### src/rtl/led_viewer_pkg.sv
// Shared helpers for the LED word viewer: width derivation and press FSM encoding.
package led_viewer_pkg;

  typedef enum logic [1:0] {
    PRESS_IDLE      = 2'd0,
    PRESS_PRESSED   = 2'd1,
    PRESS_LONG_HELD = 2'd2
  } press_state_e;

  function automatic int unsigned clog2(input int unsigned value);
    int unsigned v;
    int unsigned result;
    v = (value > 0) ? value - 1 : 0;
    result = 0;
    while (v > 0) begin
      result = result + 1;
      v = v >> 1;
    end
    return result;
  endfunction

  function automatic int unsigned max1(input int unsigned value);
    return (value < 1) ? 1 : value;
  endfunction

  function automatic int unsigned lanes_of(input int unsigned data_w, input int unsigned led_w);
    return (data_w + led_w - 1) / led_w;
  endfunction

  function automatic int unsigned lane_w_of(input int unsigned data_w, input int unsigned led_w);
    return max1(clog2(lanes_of(data_w, led_w)));
  endfunction

  function automatic int unsigned entry_w_of(input int unsigned depth);
    return max1(clog2(depth));
  endfunction

  // Bits needed to hold the value max_value itself.
  function automatic int unsigned count_w_of(input int unsigned max_value);
    return max1(clog2(max_value + 1));
  endfunction

endpackage

### src/rtl/button_press_detector.sv
// Synchronises and debounces the raw button, then classifies each press as short or long.
module button_press_detector
  import led_viewer_pkg::*;
#(
  parameter int unsigned DEBOUNCE_CYCLES   = 50000,
  parameter int unsigned LONG_PRESS_CYCLES = 25000000
) (
  input  logic clk50MHz,
  input  logic reset,
  input  logic button,
  output logic short_evt,
  output logic long_evt
);

  localparam int unsigned DW = count_w_of(DEBOUNCE_CYCLES);
  localparam int unsigned HW = count_w_of(LONG_PRESS_CYCLES);

  localparam logic [1:0] IDLE      = 2'(PRESS_IDLE);
  localparam logic [1:0] PRESSED   = 2'(PRESS_PRESSED);
  localparam logic [1:0] LONG_HELD = 2'(PRESS_LONG_HELD);

  logic [1:0]    sync_q;
  logic          btn_sync;
  logic          btn_db;
  logic [DW-1:0] db_cnt;
  logic [1:0]    state_q, state_d;
  logic [HW-1:0] hc_q, hc_d;
  logic          short_d, long_d;

  always_ff @(posedge clk50MHz or posedge reset) begin
    if (reset) sync_q <= '0;
    else       sync_q <= {sync_q[0], button};
  end

  assign btn_sync = sync_q[1];

  // Accept a new level only after it has differed from btn_db for DEBOUNCE_CYCLES straight cycles.
  always_ff @(posedge clk50MHz or posedge reset) begin
    if (reset) begin
      btn_db <= 1'b0;
      db_cnt <= '0;
    end else if (btn_sync == btn_db) begin
      db_cnt <= '0;
    end else if (db_cnt >= DW'(DEBOUNCE_CYCLES - 1)) begin
      btn_db <= btn_sync;
      db_cnt <= '0;
    end else begin
      db_cnt <= db_cnt + DW'(1);
    end
  end

  always_ff @(posedge clk50MHz or posedge reset) begin
    if (reset) begin
      state_q   <= IDLE;
      hc_q      <= '0;
      short_evt <= 1'b0;
      long_evt  <= 1'b0;
    end else begin
      state_q   <= state_d;
      hc_q      <= hc_d;
      short_evt <= short_d;
      long_evt  <= long_d;
    end
  end

  // Long classification wins over a release seen in the same cycle.
  always_comb begin
    state_d = state_q;
    hc_d    = hc_q;
    short_d = 1'b0;
    long_d  = 1'b0;
    case (state_q)
      IDLE: begin
        if (btn_db) begin
          state_d = PRESSED;
          hc_d    = '0;
        end
      end
      PRESSED: begin
        if (hc_q >= HW'(LONG_PRESS_CYCLES - 1)) begin
          state_d = LONG_HELD;
          long_d  = 1'b1;
        end else if (!btn_db) begin
          state_d = IDLE;
          short_d = 1'b1;
        end else begin
          hc_d = hc_q + HW'(1);
        end
      end
      LONG_HELD: begin
        if (!btn_db) state_d = IDLE;
      end
      default: state_d = IDLE;
    endcase
  end

endmodule

### src/rtl/led_word_viewer.sv
// Keeps a short history of captured words and shows one selected byte lane on the LEDs.
module led_word_viewer
  import led_viewer_pkg::*;
#(
  parameter  int unsigned DATA_W            = 16,
  parameter  int unsigned LED_W             = 8,
  parameter  int unsigned DEPTH             = 4,
  parameter  int unsigned DEBOUNCE_CYCLES   = 50000,
  parameter  int unsigned LONG_PRESS_CYCLES = 25000000,
  parameter  int unsigned FLASH_CYCLES      = 5000000,
  localparam int unsigned LW                = lane_w_of(DATA_W, LED_W),
  localparam int unsigned EW                = entry_w_of(DEPTH)
) (
  input  logic              clk50MHz,
  input  logic              reset,
  input  logic              din_valid,
  input  logic [DATA_W-1:0] din,
  input  logic              button,
  output logic [LED_W-1:0]  leds,
  output logic [LW-1:0]     sel_lane,
  output logic [EW-1:0]     sel_entry,
  output logic              new_flag
);

  localparam int unsigned LANES = lanes_of(DATA_W, LED_W);
  localparam int unsigned PAD_W = LANES * LED_W;
  localparam int unsigned IW    = EW + 2;
  localparam int unsigned FW    = count_w_of(FLASH_CYCLES);

  logic              short_evt, long_evt;
  logic [DATA_W-1:0] mem_q [DEPTH];
  logic [EW-1:0]     wr_ptr;
  logic [FW-1:0]     flash_cnt;
  logic [IW-1:0]     rd_sum_c;
  logic [EW-1:0]     rd_idx_c;
  logic [PAD_W-1:0]  word_c;
  logic [LED_W-1:0]  leds_c;

  button_press_detector #(
    .DEBOUNCE_CYCLES  (DEBOUNCE_CYCLES),
    .LONG_PRESS_CYCLES(LONG_PRESS_CYCLES)
  ) u_button_press_detector (
    .clk50MHz (clk50MHz),
    .reset    (reset),
    .button   (button),
    .short_evt(short_evt),
    .long_evt (long_evt)
  );

  // Circular history; the oldest entry is silently overwritten.
  always_ff @(posedge clk50MHz or posedge reset) begin
    if (reset) begin
      for (int i = 0; i < DEPTH; i++) mem_q[i] <= '0;
      wr_ptr <= '0;
    end else if (din_valid) begin
      mem_q[wr_ptr] <= din;
      wr_ptr        <= (wr_ptr == EW'(DEPTH - 1)) ? '0 : wr_ptr + EW'(1);
    end
  end

  always_ff @(posedge clk50MHz or posedge reset) begin
    if (reset) begin
      sel_lane  <= '0;
      sel_entry <= '0;
    end else if (long_evt) begin
      sel_lane  <= '0;
      sel_entry <= (sel_entry == EW'(DEPTH - 1)) ? '0 : sel_entry + EW'(1);
    end else if (short_evt) begin
      sel_lane  <= (sel_lane == LW'(LANES - 1)) ? '0 : sel_lane + LW'(1);
    end
  end

  // Index relative to the newest word, wrapped by compare-and-subtract so any DEPTH works.
  always_comb begin
    rd_sum_c = IW'(wr_ptr) + IW'(DEPTH) - IW'(1) - IW'(sel_entry);
    rd_idx_c = (rd_sum_c >= IW'(DEPTH)) ? EW'(rd_sum_c - IW'(DEPTH)) : EW'(rd_sum_c);
    word_c   = PAD_W'(mem_q[rd_idx_c]);
    leds_c   = '0;
    for (int unsigned l = 0; l < LANES; l++) begin
      if (sel_lane == LW'(l)) leds_c = word_c[l*LED_W +: LED_W];
    end
  end

  always_ff @(posedge clk50MHz or posedge reset) begin
    if (reset) begin
      leds      <= '0;
      flash_cnt <= '0;
      new_flag  <= 1'b0;
    end else begin
      leds <= leds_c;
      if (din_valid)             flash_cnt <= FW'(FLASH_CYCLES);
      else if (flash_cnt != '0)  flash_cnt <= flash_cnt - FW'(1);
      new_flag <= din_valid ? (FLASH_CYCLES != 0) : (flash_cnt > FW'(1));
    end
  end

endmodule

### config.mk
export PLATFORM = sky130hd
export DESIGN_NAME = led_word_viewer
export DESIGN_NICKNAME = d
export VERILOG_FILES = /design/src/rtl/led_viewer_pkg.sv /design/src/rtl/button_press_detector.sv /design/src/rtl/led_word_viewer.sv
export SDC_FILE = /design/constraint.sdc
export NUM_CORES = 1
export LEC_CHECK = 0
export CAP_MARGIN = 20
export CORE_ASPECT_RATIO = 0.7
export CORE_UTILIZATION = 60
export CTS_CLUSTER_DIAMETER = 30
export DETAILED_ROUTE_END_ITERATION = 10
export GPL_TIMING_DRIVEN = 0
export PLACE_DENSITY = 0.75
export SETUP_SLACK_MARGIN = 0.5
export SLEW_MARGIN = 10
export SYNTH_ARGS = -nofsm -noshare
export SYNTH_HDL_FRONTEND = slang
export SYNTH_SLANG_ARGS = --single-unit
### constraint.sdc
create_clock -name clk50MHz -period 6.2 [get_ports clk50MHz]
set_input_delay 0.93 -clock clk50MHz [delete_from_list [all_inputs] [get_ports clk50MHz]]
set_output_delay 0.93 -clock clk50MHz [all_outputs]
set_load 0.005 [all_outputs]
### Word-level counts from Yosys, hierarchy flattened

Index checks and enable logic that the tools add are counted.

* flip-flop bits (word level): 149
* bits of input ports: 20
* output and inout bits: 12
* word-level logic and storage cells: 84

* $add $sub $neg: 10
* order comparisons: 7
* equality and inequality tests: 8
* multiplexer cells: 31
* bitwise gates (word level): 3
* reduce and logical (&&, ||, !) cells: 8

Operators by type and width (number)
* $mux W16: 5
* $mux W25: 3
* $bwmux W64: 1
* $pmux W25 S2: 1
* $mux W23: 2
* $bmux W16 S2: 1
* $demux W16 S2: 1
* $add A25 B1 Y25 const B: 1
* $ge A25 B25 Y1 const B: 1
* $gt A23 B1 Y1 const B: 1
* $reduce_bool A23 Y1: 1
* $sub A23 B1 Y23 const B: 1
* $add A16 B1 Y16 const B: 1
* $ge A16 B16 Y1 const B: 1
* $mux W2: 6
* $mux W1: 9
* $mux W8: 1
* $eq A2 B2 Y1 const B: 3
* $ge A3 B3 Y1 const B: 2
* $not A2 Y3: 2
* $pmux W2 S3: 1
* $reduce_bool A2 Y1: 3
* $add A2 B1 Y2 const B: 2
* $add A2 B3 Y4 const B: 1
* other kinds (15): 16

### Depth between registers and ports, before layout

* word-level depth: 10
* mapped depth: 8
* depth with buffers taken out: 7

### By module

A second synthesis with hierarchy kept.

* cells, all modules: 676
* area, all modules: 7165.6 µm²

Modules (own cells, without submodules)
* led_word_viewer: times used 1, cells an instance 423, area an instance 4708.3 µm², sequential area each 2527.4 µm²
* button_press_detector: times used 1, cells an instance 253, area an instance 2457.4 µm², sequential area each 1201.2 µm²

### Worst setup path before layout

OpenSTA, ideal clock, no wires.

* kind: register to register
* start: register flash_cnt[16]
* end: register flash_cnt[17]
* setup time: 0.127 ns
* arrival: 2.415 ns
* data required time: 6.073 ns
* setup slack: 3.657 ns
* cell stages (with the launch flop): 8
* buffers on the path: 2
* period minus slack after synthesis: 2.543 ns
* cell sequence: dfrtp_1 > or4_4 > or4_4 > buf_6 > or3_4 > buf_6 > nand4b_1 > mux2_1

* cells in the longest elaborated chain, start to end: 3
* elaborated cells on any way between the ends: 5
* those cells by class: 1 x add/sub; 2 x mux; 2 x reduce/logical

RTL lines
* start: declaration: line led_word_viewer.sv:33 `logic [FW-1:0] flash_cnt;`
* start signal: assignment: line led_word_viewer.sv:91 `if (din_valid) flash_cnt <= FW'(FLASH_CYCLES);`
* start signal: assignment: line led_word_viewer.sv:92 `else if (flash_cnt != '0) flash_cnt <= flash_cnt - FW'(1);`
* $sub A23 B1 Y23: line led_word_viewer.sv:92
* $mux W23: line led_word_viewer.sv:92
* $mux W23: line led_word_viewer.sv:91

Parallel ways exist; a longest one is shown, timed or not. The select of a mux whose other input is x is not followed.
A chain may end at the register's enable or synchronous reset.

### Worst setup path after layout

* start: register sel_entry[0]
* end: register leds[5]

* cells in the longest elaborated chain, start to end: 8
* elaborated cells on any way between the ends: 9
* those cells by class: 2 x add/sub; 1 x order compare; 5 x mux; 1 x bitwise

RTL lines
* start: declaration: line led_word_viewer.sv:21 `output logic [EW-1:0] sel_entry,`
* start signal: assignment: line led_word_viewer.sv:67 `sel_entry <= (sel_entry == EW'(DEPTH - 1)) ? '0 : sel_entry + EW'(1);`
* $sub A4 B2 Y4 (*): line led_word_viewer.sv:75 `rd_sum_c = IW'(wr_ptr) + IW'(DEPTH) - IW'(1) - IW'(sel_entry);`
* $ge A4 B3 Y1 or $sub A2 B1 Y2 (tied branches): line led_word_viewer.sv:76 `rd_idx_c = (rd_sum_c >= IW'(DEPTH)) ? EW'(rd_sum_c - IW'(DEPTH)) : EW'(rd_sum_c);`
* $mux W2 (*): line led_word_viewer.sv:76
* $not A2 Y3 (not written as such) (*): line led_word_viewer.sv:77 `word_c = PAD_W'(mem_q[rd_idx_c]);`
* $bmux W16 S2 (*): line led_word_viewer.sv:77
* $mux W16 (not written as such) (*) (2 in a row): line led_word_viewer.sv:77
* $mux W8 (*): line led_word_viewer.sv:80 `if (sel_lane == LW'(l)) leds_c = word_c[l*LED_W +: LED_W];`
* via leds_c[5]: line led_word_viewer.sv:37 `logic [LED_W-1:0] leds_c;`
* end signal: assignment: line led_word_viewer.sv:90 `leds <= leds_c;`
* end: declaration: line led_word_viewer.sv:19 `output logic [LED_W-1:0] leds,`

Mark *: on every way through the listed nets, which the timed path passes. The rest lies on a longest branch. The select of a mux whose other input is x is not followed.

==> flow_summary.toml <==
[floorplanning]
boundary_pin_count = 32
dieWidth_um = 132
placementRows = 32
floorplan.die_area_mm2 = 0.0123
start_util = 0.631
die-height_um = 93.2
core_area_mm2 = 0.0113

[place]
portBuffers = 30
place_hpwl_mm = 9.77
placedCellCount = 804
place_congestion = 0.851

[drt]
totalWireLength_mm = 14.7
route.vias.total = 5104
routed_via_density = 6.11
drc = 0
drt_iter0_markers = 382
firstDrtPassIters = 5
avgRoutedWirePerCell_um = 17.6
route.antenna.remaining_nets = 0

[yosys]
postSynthAreaPerCell_um2 = 11.5
yosysSeqAreaShare = 0.523
synth.distinct_cells = 56
synth_enable_flop_cells = 0
instance_count_of_the_mapped_netlist = 620
synthArstFlopShare = 1.00
dominantRegCellSynth = "sky130_fd_sc_hd__dfrtp_1"
synth-warning-count = 0
syn-num-nets = 650
postSynthRegisterBits = 149
synth.cell_area_mm2 = 0.00712

[timing]
hold_violations = 0
maxSlewViolCount = 0
grt_setup_unrepaired = "no"
max_freq_mhz = 347
finalWorstPathRequiredPeriod_ns = 2.88
timing.final.setup_violations = 0
slew_headroom = 0.447
period_share = 0.464
tightestPinTransition_ns = 0.830
worst_clock_skew_ns = 0.00797

[global_routing]
first_pass_grt_wire_length_mm = 25.6
globalRoute.totalOverflow = 0
maximum_number_of_pins_on_one_net_before_global_route_repair = 92
antenna_found_initial = 0
globalRouteTotalUtil = 0.268
first_global_vias = 5096

[cells_and_area]
fillers = 789
layout_cells_sized_above_1 = 0.172
stdcell_count = 835
final_net_count = 700
final_core_util = 0.729
syn2layout_area_growth_pct = 15.6
antennaDiodeCount = 0

[pwr]
seqPwrFrac = 0.418
share_comb_of_total_power = 0.268
clock_power_share = 0.314
power.density_mw_per_mm2 = 398
internal-power_uw = 2350
power.net_switching_uw = 930
netSwitchingFraction = 0.283
vdd_ir_drop_max_uv = 199
cellLeakagePower_uw = 0.00345

[clocking]
cts.reportedPaths.clkPinSlew_ns = 0.06
clock_sinks = 149
cts-root-buf = "sky130_fd_sc_hd__clkbuf_16"
cts_made_buffers = 17
htree_levels = 4
post_cts_setup_driven_buffer_insertion_count = 0
cts_tree = "built"
cts_hold_buffers = 0
clk_latency_ns = 0.42
cts.path.max_buffers = 2
cts_repair_resize_count = 0

[critical_path]
critical-path-top-delay-family = "XOR/XNOR gates"
end_kind = "register"
critical-path-slowest-cell = "sky130_fd_sc_hd__clkbuf_1"
cp-start-kind = "register"
timing.setup.critical_path_class = "register to register"
crit_path_max_incr_delay_ns = 0.65
critical_path.max_fanout = 10
critical_path_arrival_ns = 3.14
critical_path_required_ns = 6.47
critical_path.n_buffers_inverters = 2
cp_cell_sequence = "inv_1, ha_1, xor2_1, xnor2_1, clkbuf_1, mux4_2, nor2_1, a221oi_1"

[status]
outcome = "completed"

[hold_path]
class_of_the_most_critical_hold_timing_path = "register to register"

[job]
cap_violations = 0
==> worst register-to-register path, delay by kind of cell (launching register included) <==
family | cells | cell delay, ns
flops | 1 | 0.38
buf+inv | 2 | 0.73
xor+xnor | 2 | 0.75
mux | 1 | 0.40
fa+ha+maj | 1 | 0.20
simple gates | 1 | 0.20
compound gates | 1 | 0.08
==> synth_stat cells (all sizes together) (12+ instances only) <==
library cell	count	share of area
mux2i	22	0.031
or3	15	0.014
nor2	61	0.032
mux2	68	0.11
xor2	14	0.017
or4	12	0.014
o31ai	12	0.013
nand2	38	0.020
xnor2	16	0.020
nand3	26	0.018
dfrtp	149	0.52
clkbuf	18	0.0095
o21ai	16	0.011
a21oi	20	0.014
nor3	14	0.0098
==> per-stage QoR <==
step           setup slack, ns  hold WS (ns)  TNS (ns)  area, um^2  power, uW
6_report                  3.32         0.354         0        8240       3280
5_1_grt                   3.16         0.363         0        8240       3450
3_3_place_gp            -0.507         0.333    -73.60        7610       2200
4_1_cts                   3.36         0.354         0        8240       3300
3_5_place_dp              3.38         0.340         0        7650       2260
2_1_floorplan             1.26         0.331         0        7120       1980
==> power groups by stage <==
stage               Sequential, uW  Clock [uW]  Combinational [uW]
floorplan                     1340           0                 642
global placement              1360           0                 843
detailed placement            1380           0                 877
CTS                           1370        1050                 885
global route                  1400        1090                 960
finish                        1370        1030                 880
==> final cells by class <==
cell class / count / area (um^2) / share of cell area
inverter: 9 / 38.8 / 0.00471
timing repair buffer: 31 / 328 / 0.0398
sequential: 149 / 3730 / 0.453
clock buffer: 19 / 433 / 0.0526
multi-input combinational: 436 / 3240 / 0.394
buffer: 26 / 116 / 0.0141
tap: 153 / 191 / 0.0232
clock inverter: 12 / 156 / 0.0190
==> placed cells by master, fill, tap and decap left out, types with 4 or more instances in the layout <==
master                              n
sky130_fd_sc_hd__dfrtp_1          149
sky130_fd_sc_hd__mux2_2            66
sky130_fd_sc_hd__nor2_1            61
sky130_fd_sc_hd__nand2_1           38
sky130_fd_sc_hd__clkdlybuf4s50_1   30
sky130_fd_sc_hd__nand3_1           26
sky130_fd_sc_hd__mux2i_1           22
sky130_fd_sc_hd__clkbuf_1          20
sky130_fd_sc_hd__a21oi_1           20
sky130_fd_sc_hd__clkbuf_16         17
sky130_fd_sc_hd__xnor2_1           16
sky130_fd_sc_hd__o21ai_0           15
sky130_fd_sc_hd__nor3_1            14
sky130_fd_sc_hd__xor2_1            14
sky130_fd_sc_hd__or3_1             14
sky130_fd_sc_hd__o31ai_1           12
sky130_fd_sc_hd__nand2b_1          11
sky130_fd_sc_hd__or4_1             10
sky130_fd_sc_hd__nand4_1           10
sky130_fd_sc_hd__ha_1              10
sky130_fd_sc_hd__mux4_2             8
sky130_fd_sc_hd__a221oi_1           8
sky130_fd_sc_hd__inv_1              7
sky130_fd_sc_hd__clkinvlp_4         7
sky130_fd_sc_hd__nor4_1             6
sky130_fd_sc_hd__and4_1             6
sky130_fd_sc_hd__nor2b_1            5
sky130_fd_sc_hd__o311ai_0           4
sky130_fd_sc_hd__and3_1             4
==> flip-flops by register name, indices dropped and copies added, names as in the netlist <==
name	count
sel_entry	2
u_button_press_detector.short_evt	1
flash_cnt	23
wr_ptr	2
u_button_press_detector.long_evt	1
new_flag	1
leds	8
u_button_press_detector.hc_q	25
u_button_press_detector.state_q	2
u_button_press_detector.btn_db	1
sel_lane	1
u_button_press_detector.db_cnt	16
u_button_press_detector.sync_q	2
mem_q	64
==> path summary, 6_finish.rpt <==
path                                                   start                           endpoint  slack (ns)  cells after the start
hold / removal             u_button_press_detector.sync_q[0]  u_button_press_detector.sync_q[1]        0.35                      0
setup reg to reg                                sel_entry[0]                            leds[5]        3.32                      8
hold reg to reg            u_button_press_detector.sync_q[0]  u_button_press_detector.sync_q[1]        0.35                      0
max in group asynchronous                              reset                          mem_q[10]        4.44                      3
min in group asynchronous                              reset   u_button_press_detector.hc_q[21]        0.95                      2
setup / recovery                                sel_entry[0]                            leds[5]        3.32                      8
==> cell families (layout without fill, tap and decap cells) <==
group           after synthesis  count (layout)  share of synthesized area
compound gates               78              78                     0.0741
xor+xnor                     30              30                     0.0369
fa+ha+maj                    10              10                     0.0176
buf+inv                      35              97                     0.0211
flops                       149             149                      0.523
mux                          98              98                      0.164
simple gates                220             220                      0.163
==> metal layers <==
| metal | routed length (um) | vias up | global-route usage | part of all wire |
|---|---|---|---|---|
| li1 | - | 2368 | - | - |
| met1 | 6830 | 2566 | 0.375 | 0.46 |
| met2 | 7000 | 148 | 0.429 | 0.48 |
| met3 | 695 | 22 | 0.0477 | 0.047 |
| met5 | 0 | - | 0 | 0 |
| met4 | 207 | 0 | 0.0900 | 0.014 |
Power figures use the tool's default switching activity.
